### src/rtl/conv_layer_sequencer_if.sv
// Descriptor memory read port and conv engine control/parameter port of conv_layer_sequencer.
// master = sequencer side, slave = memory/engine side.
interface conv_layer_sequencer_if;
    logic [31:0] mem_addr;
    logic        mem_re;
    logic        mem_ready;
    logic [31:0] mem_data_in;
    logic        mem_rvalid;

    logic        eng_start;
    logic        eng_ready;
    logic        eng_done;
    logic [31:0] eng_input_addr;
    logic [31:0] eng_weights_addr;
    logic [31:0] eng_bias_addr;
    logic [31:0] eng_output_addr;
    logic [15:0] eng_input_height;
    logic [15:0] eng_input_width;
    logic [15:0] eng_output_height;
    logic [15:0] eng_output_width;
    logic [15:0] eng_stride_h;
    logic [15:0] eng_stride_w;
    logic [15:0] eng_pad_h;
    logic [15:0] eng_pad_w;

    modport master (
        output mem_addr, mem_re,
        input  mem_ready, mem_data_in, mem_rvalid,
        output eng_start,
        input  eng_ready, eng_done,
        output eng_input_addr, eng_weights_addr, eng_bias_addr, eng_output_addr,
        output eng_input_height, eng_input_width, eng_output_height, eng_output_width,
        output eng_stride_h, eng_stride_w, eng_pad_h, eng_pad_w
    );

    modport slave (
        input  mem_addr, mem_re,
        output mem_ready, mem_data_in, mem_rvalid,
        input  eng_start,
        output eng_ready, eng_done,
        input  eng_input_addr, eng_weights_addr, eng_bias_addr, eng_output_addr,
        input  eng_input_height, eng_input_width, eng_output_height, eng_output_width,
        input  eng_stride_h, eng_stride_w, eng_pad_h, eng_pad_w
    );
endinterface

### src/rtl/conv_layer_sequencer.sv
// Descriptor-driven layer scheduler for the conv2d engine: fetches 8-word descriptors and runs them in order.
// Optional per-layer watchdog abort is built when LAYER_WATCHDOG_EN is defined.
//
// state      | meaning
// IDLE       | waiting for start
// FETCH_REQ  | read request for descriptor word word_idx held until accepted
// FETCH_WAIT | waiting for read data of word word_idx
// LAUNCH     | waiting for eng_ready, then copy shadow regs and pulse eng_start
// RUN        | waiting for eng_done (watchdog may abort)
// NEXT       | advance to the next descriptor or finish
// FINISH     | sequence end, done pulse
module conv_layer_sequencer #(
    parameter int LAYER_W   = 8,
    parameter int TIMEOUT_W = 24
) (
    input  logic                 clk,
    input  logic                 rst_n,
    input  logic                 start,
    input  logic [31:0]          desc_base,
    input  logic [LAYER_W-1:0]   layer_count,
    input  logic [TIMEOUT_W-1:0] timeout_cycles,
    output logic                 busy,
    output logic                 done,
    output logic                 error,
    output logic [LAYER_W-1:0]   cur_layer,
    conv_layer_sequencer_if.master bus
);

    typedef enum logic [2:0] {
        S_IDLE,
        S_FETCH_REQ,
        S_FETCH_WAIT,
        S_LAUNCH,
        S_RUN,
        S_NEXT,
        S_FINISH
    } state_t;

    state_t             state;
    logic [31:0]        desc_ptr;
    logic [2:0]         word_idx;
    logic [LAYER_W-1:0] layer_total;
    logic [31:0]        shadow [8];
    logic               wd_expire;

    always_ff @(posedge clk) begin
        if (state == S_FETCH_WAIT && bus.mem_rvalid) begin
            shadow[word_idx] <= bus.mem_data_in;
        end
    end

    always_ff @(posedge clk) begin
        if (!rst_n) begin
            state                 <= S_IDLE;
            desc_ptr              <= '0;
            word_idx              <= '0;
            layer_total           <= '0;
            cur_layer             <= '0;
            busy                  <= 1'b0;
            done                  <= 1'b0;
            bus.mem_addr          <= '0;
            bus.mem_re            <= 1'b0;
            bus.eng_start         <= 1'b0;
            bus.eng_input_addr    <= '0;
            bus.eng_weights_addr  <= '0;
            bus.eng_bias_addr     <= '0;
            bus.eng_output_addr   <= '0;
            bus.eng_input_height  <= '0;
            bus.eng_input_width   <= '0;
            bus.eng_output_height <= '0;
            bus.eng_output_width  <= '0;
            bus.eng_stride_h      <= '0;
            bus.eng_stride_w      <= '0;
            bus.eng_pad_h         <= '0;
            bus.eng_pad_w         <= '0;
        end else begin
            done          <= 1'b0;
            bus.eng_start <= 1'b0;
            case (state)
                S_IDLE: begin
                    if (start) begin
                        busy <= 1'b1;
                        if (layer_count != '0) begin
                            desc_ptr     <= desc_base;
                            word_idx     <= '0;
                            cur_layer    <= '0;
                            layer_total  <= layer_count;
                            bus.mem_addr <= desc_base;
                            bus.mem_re   <= 1'b1;
                            state        <= S_FETCH_REQ;
                        end else begin
                            state <= S_FINISH;
                        end
                    end
                end
                S_FETCH_REQ: begin
                    if (bus.mem_ready) begin
                        bus.mem_re <= 1'b0;
                        state      <= S_FETCH_WAIT;
                    end
                end
                S_FETCH_WAIT: begin
                    if (bus.mem_rvalid) begin
                        if (word_idx == 3'd7) begin
                            state <= S_LAUNCH;
                        end else begin
                            word_idx     <= word_idx + 3'd1;
                            bus.mem_addr <= desc_ptr + {27'd0, word_idx + 3'd1, 2'b00};
                            bus.mem_re   <= 1'b1;
                            state        <= S_FETCH_REQ;
                        end
                    end
                end
                S_LAUNCH: begin
                    if (bus.eng_ready) begin
                        bus.eng_input_addr    <= shadow[0];
                        bus.eng_weights_addr  <= shadow[1];
                        bus.eng_bias_addr     <= shadow[2];
                        bus.eng_output_addr   <= shadow[3];
                        bus.eng_input_height  <= shadow[4][31:16];
                        bus.eng_input_width   <= shadow[4][15:0];
                        bus.eng_output_height <= shadow[5][31:16];
                        bus.eng_output_width  <= shadow[5][15:0];
                        bus.eng_stride_h      <= shadow[6][31:16];
                        bus.eng_stride_w      <= shadow[6][15:0];
                        bus.eng_pad_h         <= shadow[7][31:16];
                        bus.eng_pad_w         <= shadow[7][15:0];
                        bus.eng_start         <= 1'b1;
                        state                 <= S_RUN;
                    end
                end
                S_RUN: begin
                    if (bus.eng_done) begin
                        state <= S_NEXT;
                    end else if (wd_expire) begin
                        done  <= 1'b1;
                        state <= S_FINISH;
                    end
                end
                S_NEXT: begin
                    if (cur_layer + LAYER_W'(1) == layer_total) begin
                        done  <= 1'b1;
                        state <= S_FINISH;
                    end else begin
                        cur_layer    <= cur_layer + LAYER_W'(1);
                        desc_ptr     <= desc_ptr + 32'd32;
                        word_idx     <= '0;
                        bus.mem_addr <= desc_ptr + 32'd32;
                        bus.mem_re   <= 1'b1;
                        state        <= S_FETCH_REQ;
                    end
                end
                S_FINISH: begin
                    // Arriving from RUN/NEXT the pulse is already out; the empty-sequence
                    // path enters with done low and emits it on the way back to IDLE.
                    done  <= ~done;
                    busy  <= 1'b0;
                    state <= S_IDLE;
                end
                default: state <= S_IDLE;
            endcase
        end
    end

`ifdef LAYER_WATCHDOG_EN
    logic [TIMEOUT_W-1:0] wd_cnt;

    assign wd_expire = (timeout_cycles != '0) && (wd_cnt + TIMEOUT_W'(1) == timeout_cycles);

    always_ff @(posedge clk) begin
        if (!rst_n) begin
            wd_cnt <= '0;
            error  <= 1'b0;
        end else begin
            if (state == S_LAUNCH && bus.eng_ready) begin
                wd_cnt <= '0;
            end else if (state == S_RUN && !bus.eng_done) begin
                wd_cnt <= wd_cnt + TIMEOUT_W'(1);
            end
            if (state == S_IDLE && start) begin
                error <= 1'b0;
            end else if (state == S_RUN && !bus.eng_done && wd_expire) begin
                error <= 1'b1;
            end
        end
    end
`else
    logic unused_timeout;

    assign unused_timeout = ^timeout_cycles;
    assign wd_expire      = 1'b0;
    assign error          = 1'b0;
`endif

endmodule

### src/flat_wrapper.sv
// flat-port wrapper written by rule: the top's interface ports become plain ports
module conv_layer_sequencer_flat 
#(
    parameter int LAYER_W   = 8,
    parameter int TIMEOUT_W = 24
)
  (clk, rst_n, start, desc_base, layer_count, timeout_cycles, busy, done, error, cur_layer, bus_mem_addr, bus_mem_re, bus_mem_ready, bus_mem_data_in, bus_mem_rvalid, bus_eng_start, bus_eng_ready, bus_eng_done, bus_eng_input_addr, bus_eng_weights_addr, bus_eng_bias_addr, bus_eng_output_addr, bus_eng_input_height, bus_eng_input_width, bus_eng_output_height, bus_eng_output_width, bus_eng_stride_h, bus_eng_stride_w, bus_eng_pad_h, bus_eng_pad_w);
  conv_layer_sequencer_if bus_i ();
  input  logic clk;
  input  logic rst_n;
  input  logic start;
  input  logic [31:0] desc_base;
  input  logic [LAYER_W-1:0] layer_count;
  input  logic [TIMEOUT_W-1:0] timeout_cycles;
  output logic busy;
  output logic done;
  output logic error;
  output logic [LAYER_W-1:0] cur_layer;
  output wire logic [$bits(bus_i.mem_addr)-1:0] bus_mem_addr;
  output wire logic [$bits(bus_i.mem_re)-1:0] bus_mem_re;
  input wire logic [$bits(bus_i.mem_ready)-1:0] bus_mem_ready;
  input wire logic [$bits(bus_i.mem_data_in)-1:0] bus_mem_data_in;
  input wire logic [$bits(bus_i.mem_rvalid)-1:0] bus_mem_rvalid;
  output wire logic [$bits(bus_i.eng_start)-1:0] bus_eng_start;
  input wire logic [$bits(bus_i.eng_ready)-1:0] bus_eng_ready;
  input wire logic [$bits(bus_i.eng_done)-1:0] bus_eng_done;
  output wire logic [$bits(bus_i.eng_input_addr)-1:0] bus_eng_input_addr;
  output wire logic [$bits(bus_i.eng_weights_addr)-1:0] bus_eng_weights_addr;
  output wire logic [$bits(bus_i.eng_bias_addr)-1:0] bus_eng_bias_addr;
  output wire logic [$bits(bus_i.eng_output_addr)-1:0] bus_eng_output_addr;
  output wire logic [$bits(bus_i.eng_input_height)-1:0] bus_eng_input_height;
  output wire logic [$bits(bus_i.eng_input_width)-1:0] bus_eng_input_width;
  output wire logic [$bits(bus_i.eng_output_height)-1:0] bus_eng_output_height;
  output wire logic [$bits(bus_i.eng_output_width)-1:0] bus_eng_output_width;
  output wire logic [$bits(bus_i.eng_stride_h)-1:0] bus_eng_stride_h;
  output wire logic [$bits(bus_i.eng_stride_w)-1:0] bus_eng_stride_w;
  output wire logic [$bits(bus_i.eng_pad_h)-1:0] bus_eng_pad_h;
  output wire logic [$bits(bus_i.eng_pad_w)-1:0] bus_eng_pad_w;
  assign bus_mem_addr = bus_i.mem_addr;
  assign bus_mem_re = bus_i.mem_re;
  assign bus_i.mem_ready = bus_mem_ready;
  assign bus_i.mem_data_in = bus_mem_data_in;
  assign bus_i.mem_rvalid = bus_mem_rvalid;
  assign bus_eng_start = bus_i.eng_start;
  assign bus_i.eng_ready = bus_eng_ready;
  assign bus_i.eng_done = bus_eng_done;
  assign bus_eng_input_addr = bus_i.eng_input_addr;
  assign bus_eng_weights_addr = bus_i.eng_weights_addr;
  assign bus_eng_bias_addr = bus_i.eng_bias_addr;
  assign bus_eng_output_addr = bus_i.eng_output_addr;
  assign bus_eng_input_height = bus_i.eng_input_height;
  assign bus_eng_input_width = bus_i.eng_input_width;
  assign bus_eng_output_height = bus_i.eng_output_height;
  assign bus_eng_output_width = bus_i.eng_output_width;
  assign bus_eng_stride_h = bus_i.eng_stride_h;
  assign bus_eng_stride_w = bus_i.eng_stride_w;
  assign bus_eng_pad_h = bus_i.eng_pad_h;
  assign bus_eng_pad_w = bus_i.eng_pad_w;
  conv_layer_sequencer #(.LAYER_W(LAYER_W), .TIMEOUT_W(TIMEOUT_W)) u_core (.clk(clk), .rst_n(rst_n), .start(start), .desc_base(desc_base), .layer_count(layer_count), .timeout_cycles(timeout_cycles), .busy(busy), .done(done), .error(error), .cur_layer(cur_layer), .bus(bus_i));
endmodule
### config.mk
export PLATFORM = sky130hd
export DESIGN_NAME = conv_layer_sequencer_flat
export DESIGN_NICKNAME = d
export VERILOG_FILES = /design/src/rtl/conv_layer_sequencer_if.sv /design/src/rtl/conv_layer_sequencer.sv /design/src/flat_wrapper.sv
export SDC_FILE = /design/constraint.sdc
export NUM_CORES = 1
export LEC_CHECK = 0
export ABC_AREA = 0
export ABC_CLOCK_PERIOD_IN_PS = 5300
export CORE_AREA = 2 2 239 241
export CTS_CLUSTER_SIZE = 20
export DETAILED_ROUTE_END_ITERATION = 8
export DIE_AREA = 0 0 241 243
export GPL_ROUTABILITY_DRIVEN = 0
export PLACE_DENSITY_LB_ADDON = 0.1
export SLEW_MARGIN = 30
export SYNTH_ARGS = -nofsm -noshare
export SYNTH_HDL_FRONTEND = slang
export SYNTH_SLANG_ARGS = --single-unit
### constraint.sdc
create_clock -name clk -period 5.3 [get_ports clk]
set_input_delay 1.06 -clock clk [delete_from_list [all_inputs] [get_ports clk]]
set_output_delay 1.06 -clock clk [all_outputs]
set_load 0.01 [all_outputs]
# Word level (Yosys, flattened, before mapping)
# Memory sizes are Yosys's and may differ from the RTL's. A register that Yosys moved wholly into a read port is not among the register bits.
# Cells that the tools add are included.
[word_totals]
regBits = 90
ramBits = 256
in_bits = 103
out_inout_bits = 301
wordCells = 95
n_memories = 1
[mem_list]
columns = ["memory", "depth", "width", "read_ports", "rd_ports_with_merged_regs", "write_ports", "line_no", "source"]
rows = [
  ["u_core.shadow", 8, 32, 8, 8, 1, "conv_layer_sequencer.sv:43", "logic [31:0] shadow [8];"],
]
[op_classes]
n_addsub = 4
eq_ne = 16
n_mux = 40
n_bitwise = 1
n_reduce_logical = 23
[op_table]
columns = ["op", "count"]
rows = [
  ["2-to-1 mux 32 bit", 5],
  ["case mux 32 bit (3 select lines)", 1],
  ["case mux 32 bit (2 select lines)", 1],
  ["2-to-1 mux 3 bit", 12],
  ["adder 32 x 5 -> 32 bit", 1],
  ["adder 32 x 6 -> 32 bit, second input constant", 1],
  ["2-to-1 mux 8 bit", 3],
  ["case mux 3 bit (6 select lines)", 1],
  ["case mux 8 bit (2 select lines)", 1],
  ["!= test 2 bit, second input constant", 7],
  ["== test 3 bit, second input constant", 4],
  ["2-to-1 mux 1 bit", 11],
  ["case mux 3 bit (3 select lines)", 1],
  ["adder 8 x 1 -> 8 bit, second input constant", 1],
  ["== test 8 bit", 1],
  ["logical NOT 1 bit", 8],
  ["nonzero test 8 bit", 1],
  ["AND reduction 7 bit", 1],
  ["== test 3 x 2 -> 1 bit, second input constant", 2],
  ["AND reduction 2 bit", 3],
  ["AND reduction 6 bit", 1],
  ["AND reduction 5 bit", 1],
  ["case mux 1 bit (2 select lines)", 2],
  ["case mux 1 bit (4 select lines)", 1],
  ["12 further kinds", 13],
]

# Depth between registers and ports, before layout
# Gate-level depths: netlist (run 1).
[depth]
ltp_word = 5
ltp_mapped = 9
mapped_depth_nobuf = 9

# Worst setup path after synthesis (run 1)
# Ideal clock, no wire load.
[synth_timing]
path_kind = "flip-flop to flip-flop"
from = "reg u_core.state[2]"
to = "mem u_core.shadow[0][0], enable pin"
setup_time_ns = 0.501
arrival_ns = 4.302
t_required_ns = 4.799
slack_ns = 0.497
stages_incl_launch_ff = 6
n_path_buf = 3
period_less_slack_ns = 4.803
path_cell_list = "dfxtp_1 -> clkbuf_1 -> or3b_2 -> clkbuf_1 -> buf_4 -> nor4_1"
[synth_via]
elab_chain_cells = 4
[synth_rtl]
columns = ["item", "line_no", "source"]
rows = [
  ["start, declared", "conv_layer_sequencer.sv:39", "state_t state;"],
  ["start signal, assigned", "conv_layer_sequencer.sv:54", "state <= S_IDLE;"],
  ["start signal, assigned", "conv_layer_sequencer.sv:90", "state <= S_FETCH_REQ;"],
  ["start signal, assigned", "conv_layer_sequencer.sv:92", "state <= S_FINISH;"],
  ["== test 3 x 2 -> 1 bit", "conv_layer_sequencer.sv:47", "if (state == S_FETCH_WAIT && bus.mem_rvalid) begin"],
  ["logical AND 1 bit", "conv_layer_sequencer.sv:47", ""],
  ["2-to-1 mux 1 bit", "conv_layer_sequencer.sv:47", ""],
  ["2-to-1 mux 1 bit (not written as such)", "conv_layer_sequencer.sv:48", "shadow[word_idx] <= bus.mem_data_in;"],
  ["end, declared", "conv_layer_sequencer.sv:43", ""],
]
# No other way between the ends.

# Worst setup path after layout (run 1)
[layout_timing]
from = "reg u_core.word_idx[0]"
to = "reg u_core.bus.mem_addr[8]"
[layout_via]
elab_chain_cells = 5
word_cells_on_any_way = 8
classes_between = "add/sub (2); eq/ne (2); mux (3); reduce/logical (1)"
[layout_rtl]
columns = ["item", "line_no", "source"]
rows = [
  ["start, declared", "conv_layer_sequencer.sv:41", "logic [2:0] word_idx;"],
  ["start signal, assigned", "conv_layer_sequencer.sv:107", "word_idx <= word_idx + 3'd1;"],
  ["adder 3 x 1 -> 3 bit", "conv_layer_sequencer.sv:108", "bus.mem_addr <= desc_ptr + {27'd0, word_idx + 3'd1, 2'b00};"],
  ["adder 32 x 5 -> 32 bit", "conv_layer_sequencer.sv:108", ""],
  ["2-to-1 mux 32 bit", "conv_layer_sequencer.sv:104", "if (word_idx == 3'd7) begin"],
  ["2-to-1 mux 32 bit", "conv_layer_sequencer.sv:103", "if (bus.mem_rvalid) begin"],
  ["case mux 32 bit (3 select lines)", "conv_layer_sequencer.sv:79", "case (state)"],
  ["end signal, assigned", "conv_layer_sequencer.sv:88", "bus.mem_addr <= desc_base;"],
  ["end signal, assigned", "conv_layer_sequencer.sv:108", ""],
  ["end signal, assigned", "conv_layer_sequencer.sv:148", "bus.mem_addr <= desc_ptr + 32'd32;"],
  ["end, declared", "conv_layer_sequencer_if.sv:27", "output mem_addr, mem_re,"],
]
# Parallel ways exist; a longest one is shown, timed or not. The select of a mux whose other input is x is not followed.
# A chain may end at the register's enable or synchronous reset.

==> metrics, run 1 <==
Die Width 241 um; vias per cell 5.312; crit path from u_core.word_idx[0]; Worst path max stage delay 0.75 ns; via count 17380; YS warnings 0; initial antenna violation count 2; Seq cells post-synth 602; # Max-Cap Violations 0; Reg2Reg Setup Slack 1.83 ns; slew margin rel. 38.10%; Main synth FF type dfxtp_1; CTS Buf Count 66; setup bufs post-CTS 0; critical path arrival 3.89 ns; run status finished, final reports clean; post-synth net total 2248; RSZ-0062 raised after global routing no; gr usage total 23.57%; Max Root-Sink Buffers 3; sequential fraction of the synthesis area 65.88%; RR Startpoint u_core.word_idx[0]; port bufs 378; # IOs 404; Initial Utilization 39.65%; TritonRoute pass-1 iters 5; Reg2Reg Depth 8; area delta synth->final 29.90%; vias in the first global route 16870; largest net degree at the start of global routing 142; H-tree depth 3; cell accounting for the most synthesized area edfxtp_1; Syn Std Cell Area 0.02218 sq mm; layout cells sized above 1 6.563%; final setup fails 0; gr ovfl total 0; cts hold-fix bufs 0; commonest non-fill, non-tap cell in the layout nand2_1; clk root buf clkbuf_16; commonest non-fill, non-tap cells in the layout 615 x nand2_1, 377 x clkdlybuf4s50_1, 346 x dfxtp_1; Worst-path clk slew 0.06 ns; Nets 2571; CTS Sinks 602; Synth cell types 83; dpl hpwl 44410 um; antenna-violating nets left 0; first-pass GRT wire length 105400 um; Post-synth ARST share 0%; crit path to u_core.bus.mem_addr[8]; post-route minimum period 3.469 ns; worst r2r dst u_core.bus.mem_addr[8]; Core Area 0.05595 sq mm; initial detailed-routing violation count 1518; fmax 0.2882 GHz; Avg Cell Area, Syn 10.38 sq um; Total Wirelength 70240 um; Setup TNS 0 ns; top post-synthesis cells by area edfxtp_1 35%, dfxtp_1 31%, nand2_1 10%; EDFF count, synth 256; critical-path cell list inv_1 > ha_1 > fa_1 > a21o_2 > a21oi_1 > nor3_1 > a221oi_1 > a211oi_1; leakage power total 9.421 nW; critical path required time 5.73 ns; die height 243 um; Critical Path End Type register; Final Hold Fails 0; actual slew at the worst max-slew pin 0.9214 ns; Min Hold Slack 0.4503 ns; Cells after Synth 2137; post-cts resize count 0; Worst-Skew Late Latency 0.59 ns; crit path kind reg2reg; Worst IR Drop VDD 0.0002710 V; startpoint types register; slowest CP cell a21oi_1; Critical Path Fanout Max 8; CTS tree built; HP Class reg2reg; Tcrit/Tclk final 65.46%; utilization after layout 51.50%; Max Transition Viols Final 0; top-area cell type share of the netlist area 34.65%; full die area 0.05856 sq mm; PD cells 366.2 mW/mm^2; Avg WL per Cell 21.47 um; Clock Skews 0.01749 ns; num rows 87; DRC viols 0
==> area by class of cell <==
cell class | instances | area (sq um)
Clock inverter | 22 | 249.0
Clock buffer | 100 | 1923
Timing Repair Buffer | 411 | 4089
Inverter | 8 | 37.54
Antenna cell | 2 | 5.005
Fill cell | 5100 | 27130
Multi-Input combinational cell | 1371 | 6953
Tap cell | 756 | 945.9
Sequential cell | 602 | 14610
==> worst min path at each step <==
stage	startpoint	end	slack, ns	depth (start not counted)
2_1_floorplan	u_core.desc_ptr[0]	u_core.desc_ptr[0]	0.43	2
3_3_place_gp	u_core.bus.eng_bias_addr[0]	u_core.bus.eng_bias_addr[0]	0.44	2
3_5_place_dp	u_core.bus.eng_input_width[1]	u_core.bus.eng_input_width[1]	0.45	2
4_1_cts	u_core.bus.eng_input_width[1]	u_core.bus.eng_input_width[1]	0.45	2
5_1_grt	u_core.bus.eng_stride_w[9]	u_core.bus.eng_stride_w[9]	0.46	2
6_report	u_core.bus.eng_input_height[2]	u_core.bus.eng_input_height[2]	0.45	2
==> registers in the layout (all words and copies together) (netlist names), 32 cells and up <==
| signal | flops |
|---|---|
| u_core.bus.eng_input_addr | 32 |
| u_core.desc_ptr | 32 |
| u_core.bus.mem_addr | 32 |
| u_core.bus.eng_bias_addr | 32 |
| u_core.bus.eng_output_addr | 32 |
| u_core.bus.eng_weights_addr | 32 |
| u_core.shadow | 256 |
==> kinds of logic after synthesis <==
group | count (synthesis) | synth area share, %
fa+ha+maj | 8 | 0.4850
compound gates | 536 | 14.12
xor+xnor | 11 | 0.4343
buf+inv | 164 | 3.091
flops | 602 | 65.88
simple gates | 805 | 15.47
other cells | 1 | 0.01690
mux | 10 | 0.5076
==> metal layers <==
metal / track usage, % / share of wire [%] / wire length, um / vias to the layer above
met5: 0 / 0 / 0 / -
met4: 7.789 / 2.6 / 1833 / 0
met3: 6.380 / 7.3 / 5158 / 107
met2: 38.76 / 49 / 34240 / 532
met1: 29.94 / 41 / 29010 / 8560
li1: - / - / - / 8182
==> synth_stat cells, types with 4 or more instances <==
cell type  count
nand2_1      615
a22oi_1        5
o211a_1        5
o221ai_1       5
xor2_1         4
a31oi_1       13
buf_1         13
a31o_2         7
o311ai_0       4
clkbuf_1     120
o211ai_1      13
o32ai_1        4
nand3_1       34
o21ai_0       41
o31a_1         4
a221oi_1       4
nor3_1        23
nand4_1       14
and2_1         9
o31ai_1       23
a21oi_1      338
a22o_1         4
xnor2_1        7
a211oi_1      31
nor4_1        16
or3_1          5
nor2_1        41
nand2b_1       6
o22ai_1        9
buf_4          9
mux2i_1        9
nor2b_1        4
and3_1         6
edfxtp_1     256
buf_2         10
dfxtp_1      346
inv_1          7
ha_1           7
==> through the flow <==
| step | instance area [sq um] | total power [mW] | instances | setup slack (ns) |
|---|---|---|---|---|
| 5_1_grt | 28810 | 10.93 | 3271 | 1.710 |
| 2_1_floorplan | 22180 | 5.593 | 2137 | 0.4969 |
| 3_5_place_dp | 26630 | 6.048 | 3148 | 1.265 |
| 4_1_cts | 28810 | 10.67 | 3270 | 1.831 |
| 6_report | 28820 | 10.55 | 3272 | 1.831 |
| 3_3_place_gp | 26630 | 6.031 | 3148 | 1.345 |
==> critical path: cells and delay by family, from the launching register on <==
kind / cells / cell delay, ns
AND/OR/NAND/NOR: 1 / 0.10
buffers and inverters: 1 / 0.19
AO/OA/AOI/OAI: 4 / 1.77
flip-flops: 1 / 0.53
adder cells (fa/ha/maj): 2 / 0.70
==> power by group <==
group          internal [mW]  switching [mW]  total [mW]
clock                   2.72            1.88        4.60
combinational          0.361           0.518       0.879
sequential              4.95           0.114        5.07
(Power assumes the default switching activity.)
==> inputs of run 2 (changes only) <==
--- a/config.mk
+++ b/config.mk
@@ -6,7 +6,7 @@
 export NUM_CORES = 1
 export LEC_CHECK = 0
 export ABC_AREA = 0
-export ABC_CLOCK_PERIOD_IN_PS = 5300
+export ABC_CLOCK_PERIOD_IN_PS = 2920
 export CORE_AREA = 2 2 239 241
 export CTS_CLUSTER_SIZE = 20
 export DETAILED_ROUTE_END_ITERATION = 8
==> constraint.sdc (replaced) <==
create_clock -name clk -period 2.92 [get_ports clk]
set_input_delay 0.584 -clock clk [delete_from_list [all_inputs] [get_ports clk]]
set_output_delay 0.584 -clock clk [all_outputs]
set_load 0.01 [all_outputs]
==> metrics, run 2 (synthesized netlist as in run 1, its figures left out) <==
Nets 2607; full die area 0.05856 sq mm; Critical Path Fanout Max 12; RSZ-0062 raised after global routing no; critical-path cell list ha_1 > and3_1 > o32a_1 > o211ai_1 > and4b_2 > nor2_1 > o221ai_1; Critical Path End Type register; fmax 0.3698 GHz; CTS Buf Count 61; Reg2Reg Setup Slack 0.22 ns; layout cells sized above 1 7.967%; dpl hpwl 46180 um; Initial Utilization 39.65%; Worst-path clk slew 0.06 ns; largest reg by FF count u_core.shadow; Max Transition Viols Final 0; HP Class in2reg; post-cts resize count 0; utilization after layout 52.30%; cts hold-fix bufs 0; Worst path max stage delay 0.56 ns; via count 17510; worst path bufs/invs 0; port bufs 378; setup bufs post-CTS 0; initial antenna violation count 1; initial detailed-routing violation count 1291; critical path required time 3.38 ns; Max Root-Sink Buffers 3; clk root buf clkbuf_16; CTS Sinks 602; vias per cell 5.295; antenna-violating nets left 0; fin worst setup slack 0.2155 ns; commonest non-fill, non-tap cell in the layout nand2_1; post-place setup slack 0.1181 ns; critical path arrival 3.17 ns; Final Hold Fails 0; CP delay by family, top simple AND/OR/NAND/NOR gates; Tcrit/Tclk final 92.62%; die height 243 um; leakage power total 9.610 nW; first-pass GRT wire length 106300 um; post-route minimum period 2.704 ns; slew margin rel. 49.63%; actual slew at the worst max-slew pin 0.7487 ns; gr usage total 23.84%; Fillers 5043; PD cells 636.5 mW/mm^2; gr ovfl total 0; Worst-Skew Late Latency 0.64 ns; Die Width 241 um; run status finished, final reports clean; final setup fails 0; Core Area 0.05595 sq mm; crit path kind reg2reg; num rows 87; # IOs 404; Clock Skews 0.03926 ns; largest net degree at the start of global routing 81; CTS tree built; commonest non-fill, non-tap cells in the layout 615 x nand2_1, 377 x clkdlybuf4s50_1, 346 x dfxtp_1; vias in the first global route 17170; DRC viols 0; TritonRoute pass-1 iters 5; Avg WL per Cell 21.41 um; max FFs per register 256; startpoint types register; Total Wirelength 70790 um; H-tree depth 2; slowest CP cell nor2_1; Worst IR Drop VDD 0.0004886 V; # Max-Cap Violations 0; area delta synth->final 31.90%
==> run 2: changes by cell type in the layout (fill, tap and decap cells not counted), moves of 3 or more <==
cell,change
clkbuf_16,-7
buf_4,+20
clkinv_2,+5
buf_12,+21
nor4_4,+5
clkinv_1,+3
nor4_2,-6
clkinvlp_4,+3
clkbuf_1,-8
==> run 2: final cells by class <==
| cell class | count | area [sq um] | area share [%] |
|---|---|---|---|
| multi-input combinational | 1371 | 7002 | 23.93 |
| inverter | 8 | 37.54 | 0.1283 |
| sequential | 602 | 14610 | 49.94 |
| clock buffer | 86 | 1732 | 5.918 |
| tap | 756 | 945.9 | 3.233 |
| clock inverter | 29 | 265.3 | 0.9065 |
| antenna | 2 | 5.005 | 0.01710 |
| timing repair buffer | 452 | 4659 | 15.92 |
==> run 2: final timing paths <==
check | startpoint | to | cells past startpoint
setup / recovery | u_core.cur_layer[1] | u_core.cur_layer[6] | 7
setup reg to reg | u_core.cur_layer[1] | u_core.cur_layer[6] | 7
hold reg to reg | u_core.bus.eng_input_height[4] | u_core.bus.eng_input_height[4] | 2
hold / removal | rst_n | u_core.state[0] | 3
==> run 2: tightest hold or removal path, cell delays in order <==
cell	delay, ns
buf_2	0.21
o211ai_1	0.12
nor2_1	0.05
==> run 2: per-layer routing <==
layer,global-route usage [%],up-vias,wire length (um)
li1,-,8256,-
met1,29.36,8592,28510
met2,39.71,545,34430
met3,6.892,113,5624
met4,8.351,0,2229
met5,0,-,0
==> run 2: through the flow <==
step	hold slack (ns)	cells	cell area [sq um]	TNS, ns	power, mW
4_1_cts	0.3663	3304	29250	0	18.80
2_1_floorplan	0.4312	2137	22230	-92.16	10.15
6_report	0.4075	3306	29260	0	18.62
3_3_place_gp	0.4418	3189	27250	0	11.04
5_1_grt	0.4015	3305	29260	0	19.28
3_5_place_dp	0.4455	3189	27250	0	11.07
==> run 2: report_power, final <==
part           total (mW)  internal [mW]  switching, mW
combinational        1.70          0.729          0.967
sequential           9.19           8.99          0.195
clock                7.74           4.41           3.33
total                18.6           14.1           4.49
==> inputs of run 3 (changes only) <==
--- a/config.mk
+++ b/config.mk
@@ -12,6 +12,7 @@
 export DETAILED_ROUTE_END_ITERATION = 8
 export DIE_AREA = 0 0 241 243
 export GPL_ROUTABILITY_DRIVEN = 0
+export GPL_TIMING_DRIVEN = 1
 export PLACE_DENSITY_LB_ADDON = 0.1
 export SLEW_MARGIN = 30
 export SYNTH_ARGS = -nofsm -noshare
==> results of run 3 <==
Same layout as run 2: the final DEF is identical, and so are final timing and power.
==> RTL edit 1 (flow settings as in run 1) <==
The option `LAYER_WATCHDOG_EN` is turned on by a define.
--- a/src/rtl/conv_layer_sequencer.sv
+++ b/src/rtl/conv_layer_sequencer.sv
@@ -9,6 +9,8 @@
 // RUN        | waiting for eng_done (watchdog may abort)
 // NEXT       | advance to the next descriptor or finish
 // FINISH     | sequence end, done pulse
+`define LAYER_WATCHDOG_EN
+
 module conv_layer_sequencer #(
     parameter int LAYER_W   = 8,
     parameter int TIMEOUT_W = 24
Function: not settled (the Yosys comparison gave no result); the edit may change what the design does.
==> RTL edit 1 against run 1 <==
  * Count of clock-buffer cells in the layout is 5 lower
  * Final area increased by 3.6%
  * Critical endpoint is now u_core.bus.mem_addr[10]
  * Sequential cell count increased by 25
  * Area after synthesis rose by 2.8%
  * Worst hold slack got worse by 14 ps
  * Setup slack worse by 75 ps
  * Wire length fell by 7.9%
Power is not compared: it rests on default switching activity, and its combinational part moved more than twofold at a synthesized area within 25%.
==> RTL edit 1: results (changes against run 1) <==
clocking:
  cts_buffers: 68  # +3.0%
grt:
  track_usage: 0.216  # -0.0198
  grt_max_degree: 163  # +15%
  grt_pass1_vias: 15700  # -6.9%
  grt_pass1_wl_um: 96900  # -8.1%
  antenna_found_initial: 0  # -2
yosys:
  synth_cell_type_count: 78  # -6.0%
  synth_edf_count: 256  # unchanged
  yosys.area_share.xor_xnor: 0.0253  # +0.0210
  synthMuxAreaShare: 0.00318  # -0.00189
  async_reset_ff_frac: 0  # unchanged
  netlist_instances: 1826  # -15%
  syn_nets: 1938  # -14%
  synth_area_leaders: "edfxtp_1 34%, dfxtp_1 33%, a22o_1 9.8%, nand2_1 2.0%, a21oi_1 2.0%"
  synthAdderAreaFrac: 0.00527  # +0.000416
  synth_compound_area_frac: 0.185  # +0.0437
  yosysSeqAreaShare: 0.663  # +0.00395
  synth_commonest_cells: "371 x dfxtp_1, 256 x a22o_1, 256 x edfxtp_1"
layout:
  n_antenna_cell: 0  # -2
  nFillCells: 4791  # -6.1%
  seq_area_mm2: 0.0151  # +3.4%
  drive_above_1_share: 0.0831  # +0.0175
  fin_nets: 2309  # -10%
worst_setup_path:
  r2r_cells: 8  # unchanged
  crit_slowest_cell: "o41a_1"
  reg2reg_to: "u_core.bus.mem_addr[10]"
  r2r_slack_ps: 1760  # -70 ps
  critPathMaxStageDelay_ps: 600  # -150 ps
  path_max_fanout: 42  # +34
  r2r_start: "u_core.cur_layer[3]"
  cp.arrival_ps: 4050  # +160 ps
placed_design:
  placed_cells: 2883  # -8.4%
  postPlaceCellArea_mm2: 0.0276  # +3.7%
  dp_hpwl_um: 42400  # -4.6%
  place_ws_ps: 1630  # +364 ps
  io_buffers: 403  # +6.6%
min_path:
  min_path_type: "flop to flop"
  worstHoldPathCells: 1  # -1
  whs_endpoint: "u_core.bus.eng_output_addr[18]"
  hold_start: "u_core.shadow[3][18]"
run_status:
  outcome: "finished, final reports clean"
detailed_routing:
  drt-total-wl_um: 64700  # -7.9%
  via_per_inst: 5.46  # +2.9%
  post_drt_wl_per_cell_um: 21.5  # +0.27%
  drt-initial-drc-count: 1292  # -15%
  dr.pass1.iters: 5  # unchanged
sta:
  slew-limit-headroom: 0.368  # -0.0133
  hold_ws_ps: 437  # -13.8 ps
-- RTL edit 1: worst max path at each step --
stage | slack, ps | start | to | cells after the start
floorplan | 140 | u_core.state[1] | u_core.shadow[1][0] | 5
global placement | 1760 | layer_count[3] | u_core.desc_ptr[31] | 8
detailed placement | 1630 | layer_count[4] | u_core.desc_ptr[28] | 8
CTS | 1750 | u_core.cur_layer[3] | u_core.bus.mem_addr[10] | 8
global route | 1450 | u_core.cur_layer[2] | u_core.bus.mem_addr[23] | 8
finish | 1760 | u_core.cur_layer[3] | u_core.bus.mem_addr[10] | 8
-- RTL edit 1: layout make-up --
| type | count | area share |
|---|---|---|
| clock buffers | 95 | 0.0645 |
| clock inverters | 27 | 0.0103 |
| inverters | 17 | 0.00214 |
| multi-input cells | 1049 | 0.239 |
| well taps | 756 | 0.0317 |
| flip-flops and latches | 627 | 0.506 |
| repair buffers | 434 | 0.146 |
-- RTL edit 1: where the power goes --
| part | switching, W | internal (W) |
|---|---|---|
| logic | 0.00128 | 0.000992 |
| registers | 0.000327 | 0.00540 |
| clock network | 0.00191 | 0.00280 |
| total | 0.00352 | 0.00919 |
-- RTL edit 1: cells by family after synthesis --
family	count (synthesis)
AOI/OAI and AO/OA	548
xor gates and xnor gates	66
adders and majority gates	9
DFF	627
buffers and inverters	150
and+or+nand+nor	420
muxes	6
-- RTL edit 1: routing by layer --
metal  vias up  GRT usage  wire [um]
met3       100     0.0471       4210
li1       7712          -          -
met4         0     0.0645       1730
met5         -          0          0
met2       618      0.351      30700
met1      7992      0.288      28100
==> RTL edit 2 (settings of run 1) <==
Without the edit above. `LAYER_W` is set to 8 in 2 places; all go to 10.
--- a/src/rtl/conv_layer_sequencer.sv
+++ b/src/rtl/conv_layer_sequencer.sv
@@ -10,7 +10,7 @@
 // NEXT       | advance to the next descriptor or finish
 // FINISH     | sequence end, done pulse
 module conv_layer_sequencer #(
-    parameter int LAYER_W   = 8,
+    parameter int LAYER_W   = 10,
     parameter int TIMEOUT_W = 24
 ) (
     input  logic                 clk,
--- a/src/flat_wrapper.sv
+++ b/src/flat_wrapper.sv
@@ -1,7 +1,7 @@
 // flat-port wrapper written by rule: the top's interface ports become plain ports
 module conv_layer_sequencer_flat 
 #(
-    parameter int LAYER_W   = 8,
+    parameter int LAYER_W   = 10,
     parameter int TIMEOUT_W = 24
 )
   (clk, rst_n, start, desc_base, layer_count, timeout_cycles, busy, done, error, cur_layer, bus_mem_addr, bus_mem_re, bus_mem_ready, bus_mem_data_in, bus_mem_rvalid, bus_eng_start, bus_eng_ready, bus_eng_done, bus_eng_input_addr, bus_eng_weights_addr, bus_eng_bias_addr, bus_eng_output_addr, bus_eng_input_height, bus_eng_input_width, bus_eng_output_height, bus_eng_output_width, bus_eng_stride_h, bus_eng_stride_w, bus_eng_pad_h, bus_eng_pad_w);
Ports: changed (resized cur_layer and layer_count); port bits go from 404 to 408. The function was not compared with the original's and may differ.
==> RTL edit 2 against run 1 <==
  * Synthesized cell count is 1.5% higher
  * Wire length is 4.9% lower
  * Sequential cell count is 4 higher
  * Area after synthesis is 0.64% lower
  * Critical endpoint is now u_core.desc_ptr[11]
  * Clock skew is 8.6 ps higher
  * Die area stayed put
  * Final area is 0.26% higher
  * Sequential power is 2% higher
  * Count of clock-buffer cells in the layout is 2 higher
  * Cell count is 1.4% higher
  * Total power is 2.5% higher
  * Setup slack worse by 18 ps
==> RTL edit 2: results (changes against run 1) <==
run_status:
  outcome: "finished, final reports clean"
grt:
  grt_max_degree: 158  # +11%
  track_usage: 0.225  # -0.0105
  grtUsageMet2: 0.370  # -0.0174
  grt_pass1_vias: 16500  # -2.1%
detailed_routing:
  drt-initial-drc-count: 1231  # -19%
  post_drt_wl_per_cell_um: 20.1  # -6.2%
  drt-total-wl_um: 66800  # -4.9%
placed_design:
  placed_cells: 3188  # +1.3%
yosys:
  yosys.area_share.xor_xnor: 0.00556  # +0.00122
  synth_compound_area_frac: 0.137  # -0.00454
  netlist_instances: 2168  # +1.5%
  synthAdderAreaFrac: 0.00488  # +0.0000314
  synth_top_area_frac: 0.349  # +0.00224
  syn_nets: 2281  # +1.5%
  synth_cell_type_count: 64  # -23%
  synth_commonest_cells: "637 x nand2_1, 350 x dfxtp_1, 340 x a21oi_1"
worst_setup_path:
  crit_slowest_cell: "nor3_1"
  path_max_fanout: 12  # +4
  critPathMaxStageDelay_ps: 570  # -180 ps
  r2r_cells: 9  # +1
sta:
  skew_ps: 26.0  # +8.56 ps
min_path:
  hold_start: "u_core.desc_ptr[0]"
layout:
  drive_above_1_share: 0.0637  # -0.00191
power:
  p_leak_nw: 9.51  # +0.94%
==> RTL edit 2: power by group through the flow <==
stage	clock network (W)	logic (W)	registers, W
final	0.00459	0.00105	0.00517
after global routing	0.00488	0.00115	0.00518
after CTS	0.00470	0.00105	0.00516
after global placement	0	0.00103	0.00526
after floorplan	0	0.000510	0.00527
after detailed placement	0	0.00104	0.00526
==> RTL edit 2: cell type report <==
type                       instances  area [um2]
antenna                            3        7.51
timing repair buffer             417        4170
sequential                       606       14700
inverter                          12        57.6
multi-input combinational       1400        6820
clock inverter                    21         169
tap                              756         946
clock buffer                     102        2020
fill                            5126       27100
==> RTL edit 2: per-layer routing <==
layer / vias up / part of all wire
li1: 8223 / -
met5: - / 0
met1: 8418 / 0.41
met2: 521 / 0.48
met4: 0 / 0.025
met3: 118 / 0.078
==> RTL edit 2: worst max-delay path by stage <==
| stage | from | to | slack [ps] | cells past startpoint |
|---|---|---|---|---|
| after floorplan | u_core.state[2] | u_core.shadow[4][0] | 20 | 6 |
| after global placement | layer_count[9] | u_core.desc_ptr[17] | 1500 | 10 |
| after detailed placement | layer_count[4] | u_core.desc_ptr[17] | 1480 | 10 |
| after CTS | u_core.cur_layer[0] | u_core.desc_ptr[11] | 1840 | 9 |
| after global routing | u_core.cur_layer[0] | u_core.desc_ptr[11] | 1620 | 9 |
| final | u_core.cur_layer[0] | u_core.desc_ptr[11] | 1810 | 9 |
==> RTL edit 2: cells by family after synthesis <==
family,Yosys count
compound gates,538
xor+xnor,14
fa+ha+maj,8
buf+inv,162
flops,606
mux,6
other cells,1
simple gates,833
==> RTL edit 2: worst min-delay path, stage by stage (launching register included) <==
cell and delay, ps:
dfxtp_1 300, nand2_1 50, a21oi_1 50
